[src/rtl/ddr3_read_capture_ctrl_if.sv]
// Read-capture bundle between the DDR3 read sequencer and its ring-buffer drain controller.
// The slave side is the controller; the master side issues reads and supplies buffer data.
interface ddr3_read_capture_ctrl_if #(parameter int DATA_W = 16);
  logic              rd_req;
  logic [3:0]        cl;
  logic              flush;
  logic [DATA_W-1:0] buf_dout;
  logic              ready;
  logic              listen;
  logic [2:0]        readPtr;
  logic [DATA_W-1:0] rd_data;
  logic              rd_valid;
  logic              rd_last;
  logic              rd_err;

  modport master (
    output rd_req, cl, flush, buf_dout,
    input  ready, listen, readPtr, rd_data, rd_valid, rd_last, rd_err
  );

  modport slave (
    input  rd_req, cl, flush, buf_dout,
    output ready, listen, readPtr, rd_data, rd_valid, rd_last, rd_err
  );
endinterface

[src/rtl/ddr3_read_capture_ctrl.sv]
// DDR3 read capture: waits CAS latency, arms the strobe filter, settles, drains 8 words.
// Latency rd_req->first rd_valid is cl+2+SETTLE_CYC; busy requests are dropped with rd_err.
module ddr3_read_capture_ctrl #(
  parameter int DATA_W     = 16,
  parameter int SETTLE_CYC = 3
) (
  input  logic                    clk,
  input  logic                    reset_n,
  ddr3_read_capture_ctrl_if.slave bus
);
  typedef enum logic [2:0] {IDLE, WAIT_CL, LISTEN, SETTLE, DRAIN} state_t;

  localparam logic [3:0] SETTLE_LOAD = 4'(SETTLE_CYC - 1);

  state_t            state_q, state_d;
  logic [3:0]        cnt_q, cnt_d;
  logic [2:0]        ptr_q, ptr_d;
  logic [DATA_W-1:0] data_q, data_d;
  logic              valid_q, valid_d;
  logic              last_q, last_d;
  logic              err_q, err_d;
  logic [3:0]        cl_eff;

  // The DRAM cannot return data sooner than two clocks after the command.
  always_comb cl_eff = (bus.cl < 4'd2) ? 4'd2 : bus.cl;

  always_comb begin
    state_d = state_q;
    cnt_d   = cnt_q;
    ptr_d   = ptr_q;
    data_d  = data_q;
    valid_d = 1'b0;
    last_d  = 1'b0;
    err_d   = bus.rd_req && !bus.flush && (state_q != IDLE);

    case (state_q)
      IDLE: begin
        if (bus.rd_req) begin
          state_d = WAIT_CL;
          cnt_d   = cl_eff - 4'd2;
        end
      end
      WAIT_CL: begin
        if (cnt_q == 4'd0) state_d = LISTEN;
        else               cnt_d   = cnt_q - 4'd1;
      end
      LISTEN: begin
        state_d = SETTLE;
        cnt_d   = SETTLE_LOAD;
      end
      SETTLE: begin
        if (cnt_q == 4'd0) state_d = DRAIN;
        else               cnt_d   = cnt_q - 4'd1;
      end
      DRAIN: begin
        data_d  = bus.buf_dout;
        valid_d = 1'b1;
        last_d  = (ptr_q == 3'd7);
        ptr_d   = ptr_q + 3'd1;
        if (ptr_q == 3'd7) state_d = IDLE;
      end
      default: state_d = IDLE;
    endcase

    // Flush also squashes the word captured this cycle so nothing leaks out afterwards.
    if (bus.flush) begin
      state_d = IDLE;
      cnt_d   = 4'd0;
      ptr_d   = 3'd0;
      data_d  = data_q;
      valid_d = 1'b0;
      last_d  = 1'b0;
    end
  end

  always_ff @(posedge clk or negedge reset_n) begin
    if (!reset_n) begin
      state_q <= IDLE;
      cnt_q   <= 4'd0;
      ptr_q   <= 3'd0;
      data_q  <= '0;
      valid_q <= 1'b0;
      last_q  <= 1'b0;
      err_q   <= 1'b0;
    end else begin
      state_q <= state_d;
      cnt_q   <= cnt_d;
      ptr_q   <= ptr_d;
      data_q  <= data_d;
      valid_q <= valid_d;
      last_q  <= last_d;
      err_q   <= err_d;
    end
  end

  assign bus.ready    = (state_q == IDLE);
  assign bus.listen   = (state_q == LISTEN);
  assign bus.readPtr  = ptr_q;
  assign bus.rd_data  = data_q;
  assign bus.rd_valid = valid_q;
  assign bus.rd_last  = last_q;
  assign bus.rd_err   = err_q;
endmodule

[src/flat_wrapper.sv]
// flat-port wrapper written by rule: the top's interface ports become plain ports
module ddr3_read_capture_ctrl_flat 
#(
  parameter int DATA_W     = 16,
  parameter int SETTLE_CYC = 3
)
  (clk, reset_n, bus_rd_req, bus_cl, bus_flush, bus_buf_dout, bus_ready, bus_listen, bus_readPtr, bus_rd_data, bus_rd_valid, bus_rd_last, bus_rd_err);
  ddr3_read_capture_ctrl_if #(.DATA_W(DATA_W)) bus_i ();
  input  logic clk;
  input  logic reset_n;
  input wire logic [$bits(bus_i.rd_req)-1:0] bus_rd_req;
  input wire logic [$bits(bus_i.cl)-1:0] bus_cl;
  input wire logic [$bits(bus_i.flush)-1:0] bus_flush;
  input wire logic [$bits(bus_i.buf_dout)-1:0] bus_buf_dout;
  output wire logic [$bits(bus_i.ready)-1:0] bus_ready;
  output wire logic [$bits(bus_i.listen)-1:0] bus_listen;
  output wire logic [$bits(bus_i.readPtr)-1:0] bus_readPtr;
  output wire logic [$bits(bus_i.rd_data)-1:0] bus_rd_data;
  output wire logic [$bits(bus_i.rd_valid)-1:0] bus_rd_valid;
  output wire logic [$bits(bus_i.rd_last)-1:0] bus_rd_last;
  output wire logic [$bits(bus_i.rd_err)-1:0] bus_rd_err;
  assign bus_i.rd_req = bus_rd_req;
  assign bus_i.cl = bus_cl;
  assign bus_i.flush = bus_flush;
  assign bus_i.buf_dout = bus_buf_dout;
  assign bus_ready = bus_i.ready;
  assign bus_listen = bus_i.listen;
  assign bus_readPtr = bus_i.readPtr;
  assign bus_rd_data = bus_i.rd_data;
  assign bus_rd_valid = bus_i.rd_valid;
  assign bus_rd_last = bus_i.rd_last;
  assign bus_rd_err = bus_i.rd_err;
  ddr3_read_capture_ctrl #(.DATA_W(DATA_W), .SETTLE_CYC(SETTLE_CYC)) u_core (.clk(clk), .reset_n(reset_n), .bus(bus_i));
endmodule
[config.mk]
export PLATFORM = sky130hd
export DESIGN_NAME = ddr3_read_capture_ctrl_flat
export DESIGN_NICKNAME = d
export VERILOG_FILES = /design/src/rtl/ddr3_read_capture_ctrl_if.sv /design/src/rtl/ddr3_read_capture_ctrl.sv /design/src/flat_wrapper.sv
export SDC_FILE = /design/constraint.sdc
export NUM_CORES = 1
export LEC_CHECK = 0
export ABC_CLOCK_PERIOD_IN_PS = 1480
export BUFFER_PORTS_ARGS = -buffer_cell sky130_fd_sc_hd__buf_2
export CORE_ASPECT_RATIO = 0.6
export CORE_MARGIN = 2
export CORE_UTILIZATION = 44
export CTS_CLUSTER_SIZE = 14
export DETAILED_ROUTE_END_ITERATION = 8
export GPL_ROUTABILITY_DRIVEN = 0
export MAX_ROUTING_LAYER = met4
export PLACE_DENSITY = 0.8
export SLEW_MARGIN = 20
export SYNTH_ARGS = -nofsm -noshare
export SYNTH_HDL_FRONTEND = slang
export SYNTH_SLANG_ARGS = --single-unit
[constraint.sdc]
create_clock -name clk -period 1.48 [get_ports clk]
set_clock_uncertainty 0.05 [all_clocks]
set_input_delay 0.222 -clock clk [delete_from_list [all_inputs] [get_ports clk]]
set_output_delay 0.222 -clock clk [all_outputs]
set_load 0.01 [all_outputs]
==> insert_results.sql, run 1 <==
INSERT INTO impl_metrics (metric_group, metric, value, unit) VALUES
('outcome', 'status', 'finished with violations', ''),
('outcome', 'violations_in_the_final_reports', 'setup timing', ''),
('synthesis', 'synth_nets', '138', ''),
('final_layout', 'synthToLayoutAreaGrowth', '53.1', '%'),
('synthesis', 'syn-mean-instance-area', '12.5', 'µm²'),
('detailed_routing', 'vias', '1204', ''),
('power_and_ir_drop', 'vdd.ir_drop.worst', '0.000937', 'V'),
('clock_network', 'cts_root_buf', 'clkbuf_8', ''),
('clock_network', 'tritoncts', 'done', ''),
('floorplan', 'core-area', '2910', 'µm²'),
('critical_path', 'crit_arrival', '1.71', 'ns'),
('critical_path', 'critical_path.startpoint_type', 'flip-flop', ''),
('timing', 'final.min_clock_period', '1.61', 'ns'),
('synthesis', 'synth_enable_flop_cells', '0', ''),
('final_layout', 'post_route_cells_drive_above_1_share', '63.6', '%'),
('clock_network', 'maximum_number_of_buffers_from_clock_root_to_sink', '2', ''),
('synthesis', 'ys_warn_count', '0', ''),
('hold_path', 'hold_start', 'bus_buf_dout[7]', ''),
('timing', 'timing.final.setup_violations', '12', ''),
('floorplan', 'ios', '48', ''),
('synthesis', 'primary_flip_flop_cell_chosen_by_synthesis_mapping', 'dfrtp_1', ''),
('clock_network', 'clk_pin_slew', '0.07', 'ns'),
('detailed_routing', 'drtAntennaViolNets', '0', ''),
('timing', 'post-route-period-util', '109', '%'),
('floorplan', 'die_w', '75.7', 'µm'),
('power_and_ir_drop', 'report.power.total', '3.82', 'mW'),
('synthesis', 'yosysTopAreaCell', 'dfrtp_1', ''),
('synthesis', 'async_reset_ff_share', '100', '%'),
('synthesis', 'synth.cell_area', '1360', 'µm²'),
('clock_network', 'cts-htree-levels', '2', ''),
('critical_path', 'worst-endpoint-required', '1.59', 'ns'),
('detailed_routing', 'dr.pass1.iters', '4', ''),
('timing', 'hold_viol_final', '0', ''),
('power_and_ir_drop', 'p_leak', '1.06', 'nW'),
('grt', 'globalRouteTotalUtil', '22.7', '%'),
('floorplan', 'rows', '15', ''),
('grt', 'grt-ovfl-total', '0', ''),
('critical_path', 'setup.worst_path.class', 'flip-flop to flip-flop', ''),
('run', 'cap_viol_max_count', '0', ''),
('clock_network', 'numClockSinks', '29', ''),
('final_layout', 'antenna_cells_inserted', '0', ''),
('synthesis', 'post_synth_num_cell_types', '32', ''),
('clock_network', 'cts_inserted_buffers', '5', ''),
('critical_path', 'critical_path.endpoint_type', 'flip-flop', ''),
('floorplan', 'fp.dieArea', '3560', 'µm²'),
('grt', 'via_count_of_the_first_global_routing_pass', '1166', ''),
('synthesis', 'yosys-top-cells-area', 'dfrtp_1, mux2_1, mux2_2, ha_1, nor3_1', ''),
('placed_design', 'hpwlAfterDp', '2.51', 'mm'),
('final_layout', 'final_util', '71.4', '%'),
('timing', 'final_critical_path_setup_slack', '-0.129', 'ns'),
('synthesis', 'netlist_instances', '109', ''),
('detailed_routing', 'detailedRoute.firstIterationViolations', '102', ''),
('detailed_routing', 'wire_per_inst', '17.8', 'µm'),
('synthesis', 'synth.ff_latch_count', '29', ''),
('final_layout', 'final_nets', '212', ''),
('synthesis', 'synth_top_area_share', '53.5', '%'),
('grt', 'grt_pass1_wl', '5.39', 'mm'),
('hold_path', 'timing.hold.worst.class', 'primary input to flip-flop', ''),
('timing', 'final_max_slew_viol_count', '0', ''),
('detailed_routing', 'viasPerCell', '5.33', ''),
('critical_path', 'critical_path.reg2reg.startpoint', 'u_core.cnt_q[1]', ''),
('detailed_routing', 'postRouteWirelength', '4.02', 'mm'),
('timing', 'fmaxAchievable', '621', 'MHz'),
('final_layout', 'most-common-layout-cells', 'buf_2, dfrtp_1, buf_4', ''),
('grt', 'grt_antenna_before_repair', '0', ''),
('timing', 'worst-slew-pin-transition', '0.651', 'ns'),
('floorplan', 'die_h', '47.0', 'µm'),
('timing', 'timing.slew.headroom', '56.6', '%'),
('critical_path', 'crit_fanout', '6', ''),
('detailed_routing', 'drc', '0', ''),
('clock_network', 'clock_insertion_delay_worst_skew', '0.29', 'ns'),
('final_layout', 'most_common_cell_after_layout_fill_and_taps_aside', 'buf_2', ''),
('grt', 'pin_count_of_the_biggest_net_entering_global_routing', '30', ''),
('synthesis', 'synth-seq-area-share', '53.5', '%'),
('power_and_ir_drop', 'power-per-cell-area', '1840', 'nW/µm²'),
('placed_design', 'port_buffers', '47', ''),
('critical_path', 'startpoint', 'u_core.cnt_q[1]', ''),
('timing', 'grt_setup_unrepaired', 'true', ''),
('floorplan', 'floorplan.initialDensity', '46.7', '%');
-- critical path, cell delays in order, from the launching register on --
cell and delay, ns:
dfrtp_1 0.37, inv_2 0.06, ha_4 0.15, nor4bb_4 0.15, or3_4 0.38, a311oi_2 0.22, nor3_1 0.09
-- layer usage --
layer  vias up  share of wire [%]  global-route usage [%]
li1        529                  -                       -
met1       585                 39                    25.3
met2        68                 51                    39.3
met3        22                5.8                    4.51
met4         0                4.9                    11.9
met5         -                  0                       -
-- synth_stat cells (2+ instances only) --
| library cell | count |
|---|---|
| nand3_1 | 3 |
| buf_6 | 2 |
| a21oi_1 | 6 |
| inv_1 | 4 |
| nor2_1 | 7 |
| mux2_1 | 8 |
| xnor2_1 | 2 |
| ha_1 | 5 |
| nor3_1 | 8 |
| and2_1 | 2 |
| mux2_2 | 8 |
| dfrtp_1 | 29 |
| nand2_1 | 4 |
| nand2b_1 | 2 |
| buf_2 | 2 |
-- final timing paths --
check,end,slack (ns),depth (start not counted)
setup / recovery,u_core.cnt_q[2],-0.13,6
min in group asynchronous,u_core.bus.rd_data[6],0.47,2
max in group asynchronous,u_core.state_q[2],0.46,2
hold / removal,u_core.bus.rd_data[7],0.11,2
hold reg to reg,u_core.bus.rd_data[4],0.46,1
setup reg to reg,u_core.cnt_q[2],-0.13,6
-- cell type report --
cell class / instances / area, µm²
Tap cell: 42 / 52.6
Fill cell: 192 / 831
Sequential cell: 29 / 729
Multi-Input combinational cell: 71 / 724
Clock inverter: 2 / 10.0
Inverter: 4 / 15.0
Timing Repair Buffer: 72 / 474
Clock buffer: 6 / 72.6
-- power breakdown --
group	switching, mW	internal [mW]	leakage [nW]	total [mW]
logic	0.852	1.03	0.638	1.88
clock network	0.308	0.325	0.0450	0.633
registers	0.232	1.07	0.373	1.30
-- through the flow --
stage	std cells	setup slack (ns)	hold slack, ns	TNS, ns	cell area [µm²]
3_3_place_gp	207	-0.122	0.219	-0.361	1770
5_1_grt	226	-0.187	0.121	-1.21	2080
4_1_cts	221	-0.0726	0.110	-0.297	1950
3_5_place_dp	207	-0.167	0.233	-0.849	1770
6_report	226	-0.129	0.115	-0.378	2080
2_1_floorplan	109	-0.125	-0.124	-0.390	1410
-- cell families (layout without fill, tap and decap cells) --
kind of cell    Yosys count  in the layout  synth area share (%)
flops                    29             29                  53.5
buf+inv                   9             84                  3.78
fa+ha+maj                 5              5                  4.61
mux                      16             16                  13.3
compound gates           13             13                  7.74
xor+xnor                  3              3                  1.94
simple gates             34             34                  15.2
-- flip-flops by register name, summed over array words and instances, names as in the netlist --
name / cells
u_core.bus.rd_data: 16
u_core.bus.rd_valid: 1
u_core.state_q: 3
u_core.bus.rd_last: 1
u_core.cnt_q: 4
u_core.bus.rd_err: 1
u_core.bus.readPtr: 3
-- what timing repair did --
item / CTS / global route
setup buffers: 6 / 4
setup endpoints to repair: 21 / 23
hold endpoints to repair: 29 / 0
pin swaps: 6 / 5
gates resized for setup: 15 / 16
hold buffers: 1 / 0
cloned: 0 / 1
Note: power is estimated with default switching activity, not from simulation.
==> run 2: changes to the inputs <==
ABC_CLOCK_PERIOD_IN_PS = 1700   (was 1480)
CORE_UTILIZATION = 45   (was 44)
PLACE_DENSITY = 0.78   (was 0.8)
clock period = 1.7 ns   (was 1.48 ns; I/O delays follow)
==> run 2 against run 1 <==
Net effect: the run now ends clean; sequential share of layout area up 6.0 points; combinational power fell by 43%; core utilization is 10 points lower; power shrank 29%.
==> insert_results.sql, run 2 (synthesized netlist as in run 1, its figures left out) <==
INSERT INTO impl_metrics (metric_group, metric, value, unit) VALUES
('outcome', 'status', 'complete, no violations', ''),
('critical_path', 'crit_arrival', '1.74', 'ns'),
('critical_path', 'critical_path.startpoint_type', 'flip-flop', ''),
('final_layout', 'final_nets', '195', ''),
('clock_network', 'cts-htree-levels', '2', ''),
('clock_network', 'cts_root_buf', 'clkbuf_8', ''),
('grt', 'pin_count_of_the_biggest_net_entering_global_routing', '30', ''),
('grt', 'globalRouteTotalUtil', '18.9', '%'),
('placed_design', 'placement.cell_area', '1640', 'µm²'),
('grt', 'grt_pass1_wl', '4.51', 'mm'),
('clock_network', 'maximum_number_of_buffers_from_clock_root_to_sink', '2', ''),
('power_and_ir_drop', 'vdd.ir_drop.worst', '0.000696', 'V'),
('detailed_routing', 'dr.pass1.iters', '4', ''),
('detailed_routing', 'drtAntennaViolNets', '0', ''),
('timing', 'fmaxAchievable', '615', 'MHz'),
('clock_network', 'clk_pin_slew', '0.06', 'ns'),
('hold_path', 'timing.hold.worst.class', 'primary input to flip-flop', ''),
('timing', 'timing.slew.headroom', '57.8', '%'),
('critical_path', 'regToRegSetupSlack', '0.07', 'ns'),
('critical_path', 'crit_fanout', '6', ''),
('timing', 'post-route-period-util', '95.7', '%'),
('floorplan', 'die_w', '74.9', 'µm'),
('clock_network', 'cts_inserted_buffers', '5', ''),
('detailed_routing', 'drc', '0', ''),
('floorplan', 'fp.dieArea', '3490', 'µm²'),
('floorplan', 'floorplan.initialDensity', '47.3', '%'),
('detailed_routing', 'vias', '1031', ''),
('run', 'cap_viol_max_count', '0', ''),
('final_layout', 'synthToLayoutAreaGrowth', '30.0', '%'),
('final_layout', 'most-common-layout-cells', 'buf_2, dfrtp_1, nor3_1, mux2_1, mux2_2', ''),
('clock_network', 'numClockSinks', '29', ''),
('timing', 'final_max_slew_viol_count', '0', ''),
('clock_network', 'tritoncts', 'done', ''),
('grt', 'grt_antenna_before_repair', '0', ''),
('critical_path', 'critical_path.endpoint_type', 'flip-flop', ''),
('critical_path', 'worst-endpoint-required', '1.81', 'ns'),
('detailed_routing', 'viasPerCell', '4.93', ''),
('floorplan', 'core-area', '2870', 'µm²'),
('critical_path', 'setup.worst_path.class', 'flip-flop to flip-flop', ''),
('detailed_routing', 'postRouteWirelength', '2.90', 'mm'),
('floorplan', 'die_h', '46.5', 'µm'),
('final_layout', 'post_route_cells_drive_above_1_share', '47.9', '%'),
('placed_design', 'hpwlAfterDp', '2.18', 'mm'),
('final_layout', 'largest_register_ff_count', '16', ''),
('power_and_ir_drop', 'power-per-cell-area', '1540', 'nW/µm²'),
('detailed_routing', 'detailedRoute.firstIterationViolations', '35', ''),
('clock_network', 'clock_insertion_delay_worst_skew', '0.28', 'ns'),
('power_and_ir_drop', 'p_leak', '0.901', 'nW'),
('placed_design', 'port_buffers', '47', ''),
('timing', 'final.min_clock_period', '1.63', 'ns'),
('detailed_routing', 'wire_per_inst', '13.9', 'µm'),
('final_layout', 'antenna_cells_inserted', '0', ''),
('final_layout', 'final_design_area_no_fill', '1770', 'µm²'),
('final_layout', 'most_common_cell_after_layout_fill_and_taps_aside', 'buf_2', ''),
('grt', 'via_count_of_the_first_global_routing_pass', '1015', ''),
('timing', 'timing.final.setup_violations', '0', ''),
('floorplan', 'rows', '15', ''),
('timing', 'grt_setup_unrepaired', 'true', ''),
('final_layout', 'final_util', '61.5', '%'),
('timing', 'timing.setup.tns', '0', 'ns'),
('grt', 'grt-ovfl-total', '0', ''),
('timing', 'hold_viol_final', '0', ''),
('final_layout', 'nFillCells', '239', ''),
('floorplan', 'ios', '48', ''),
('timing', 'worst-slew-pin-transition', '0.633', 'ns');
[run 2: final cells by class]
cell class | count | area (µm²) | share of cell area (%)
Timing Repair Buffer | 54 | 290 | 16.4
Multi-Input combinational cell | 72 | 599 | 33.9
Tap cell | 42 | 52.6 | 2.98
Sequential cell | 29 | 726 | 41.1
Inverter | 4 | 15.0 | 0.850
Clock buffer | 6 | 72.6 | 4.11
Clock inverter | 2 | 10.0 | 0.567
[run 2: critical path, cell delays in order (launching register included)]
cell	delay, ns
dfrtp_1	0.36
inv_1	0.07
ha_1	0.19
nor4bb_4	0.16
or3_4	0.39
a311oi_2	0.22
nor3_1	0.07
[run 2: path summary, 6_finish.rpt]
path / from / end / cells after the start
max: u_core.cnt_q[0] / u_core.cnt_q[2] / 6
min: bus_buf_dout[9] / u_core.bus.rd_data[9] / 2
max reg2reg: u_core.cnt_q[0] / u_core.cnt_q[2] / 6
min reg2reg: u_core.bus.rd_data[11] / u_core.bus.rd_data[11] / 1
max in group asynchronous: reset_n / u_core.bus.rd_data[15] / 2
min in group asynchronous: reset_n / u_core.bus.rd_data[11] / 2
[run 2: routing by layer]
metal	up-vias	global-route usage, %	wire (µm)
li1	498	-	-
met1	492	22.0	1320
met2	32	29.5	1360
met3	9	5.69	152
met4	0	10.7	74
met5	-	-	0
[run 2: stage by stage]
| step | cells | power (mW) | hold WS, ns | setup WS (ns) |
|---|---|---|---|---|
| finish | 209 | 2.71 | 0.143 | 0.0733 |
| global route | 209 | 2.91 | 0.136 | -0.0125 |
| CTS | 206 | 2.71 | 0.137 | 0.0478 |
| detailed placement | 197 | 2.15 | 0.258 | -0.0282 |
| global placement | 197 | 2.10 | 0.249 | 0.0535 |
| floorplan | 109 | 1.77 | -0.0906 | 0.0572 |
[run 2: repair_timing]
action | in CTS | in global routing
pin swaps | 0 | 2
hold endpoints to repair | 29 | 0
gates cloned | 0 | 1
endpoints found under the setup margin | 3 | 17
hold buffers | 1 | 0
setup buffers | 0 | 2
gates resized for setup | 1 | 2
[run 2: where the power goes]
group          leakage, nW  total (mW)  internal (mW)  switching (mW)
clock network       0.0450       0.531          0.283           0.249
registers            0.378        1.10          0.925           0.170
logic                0.479        1.08          0.541           0.542
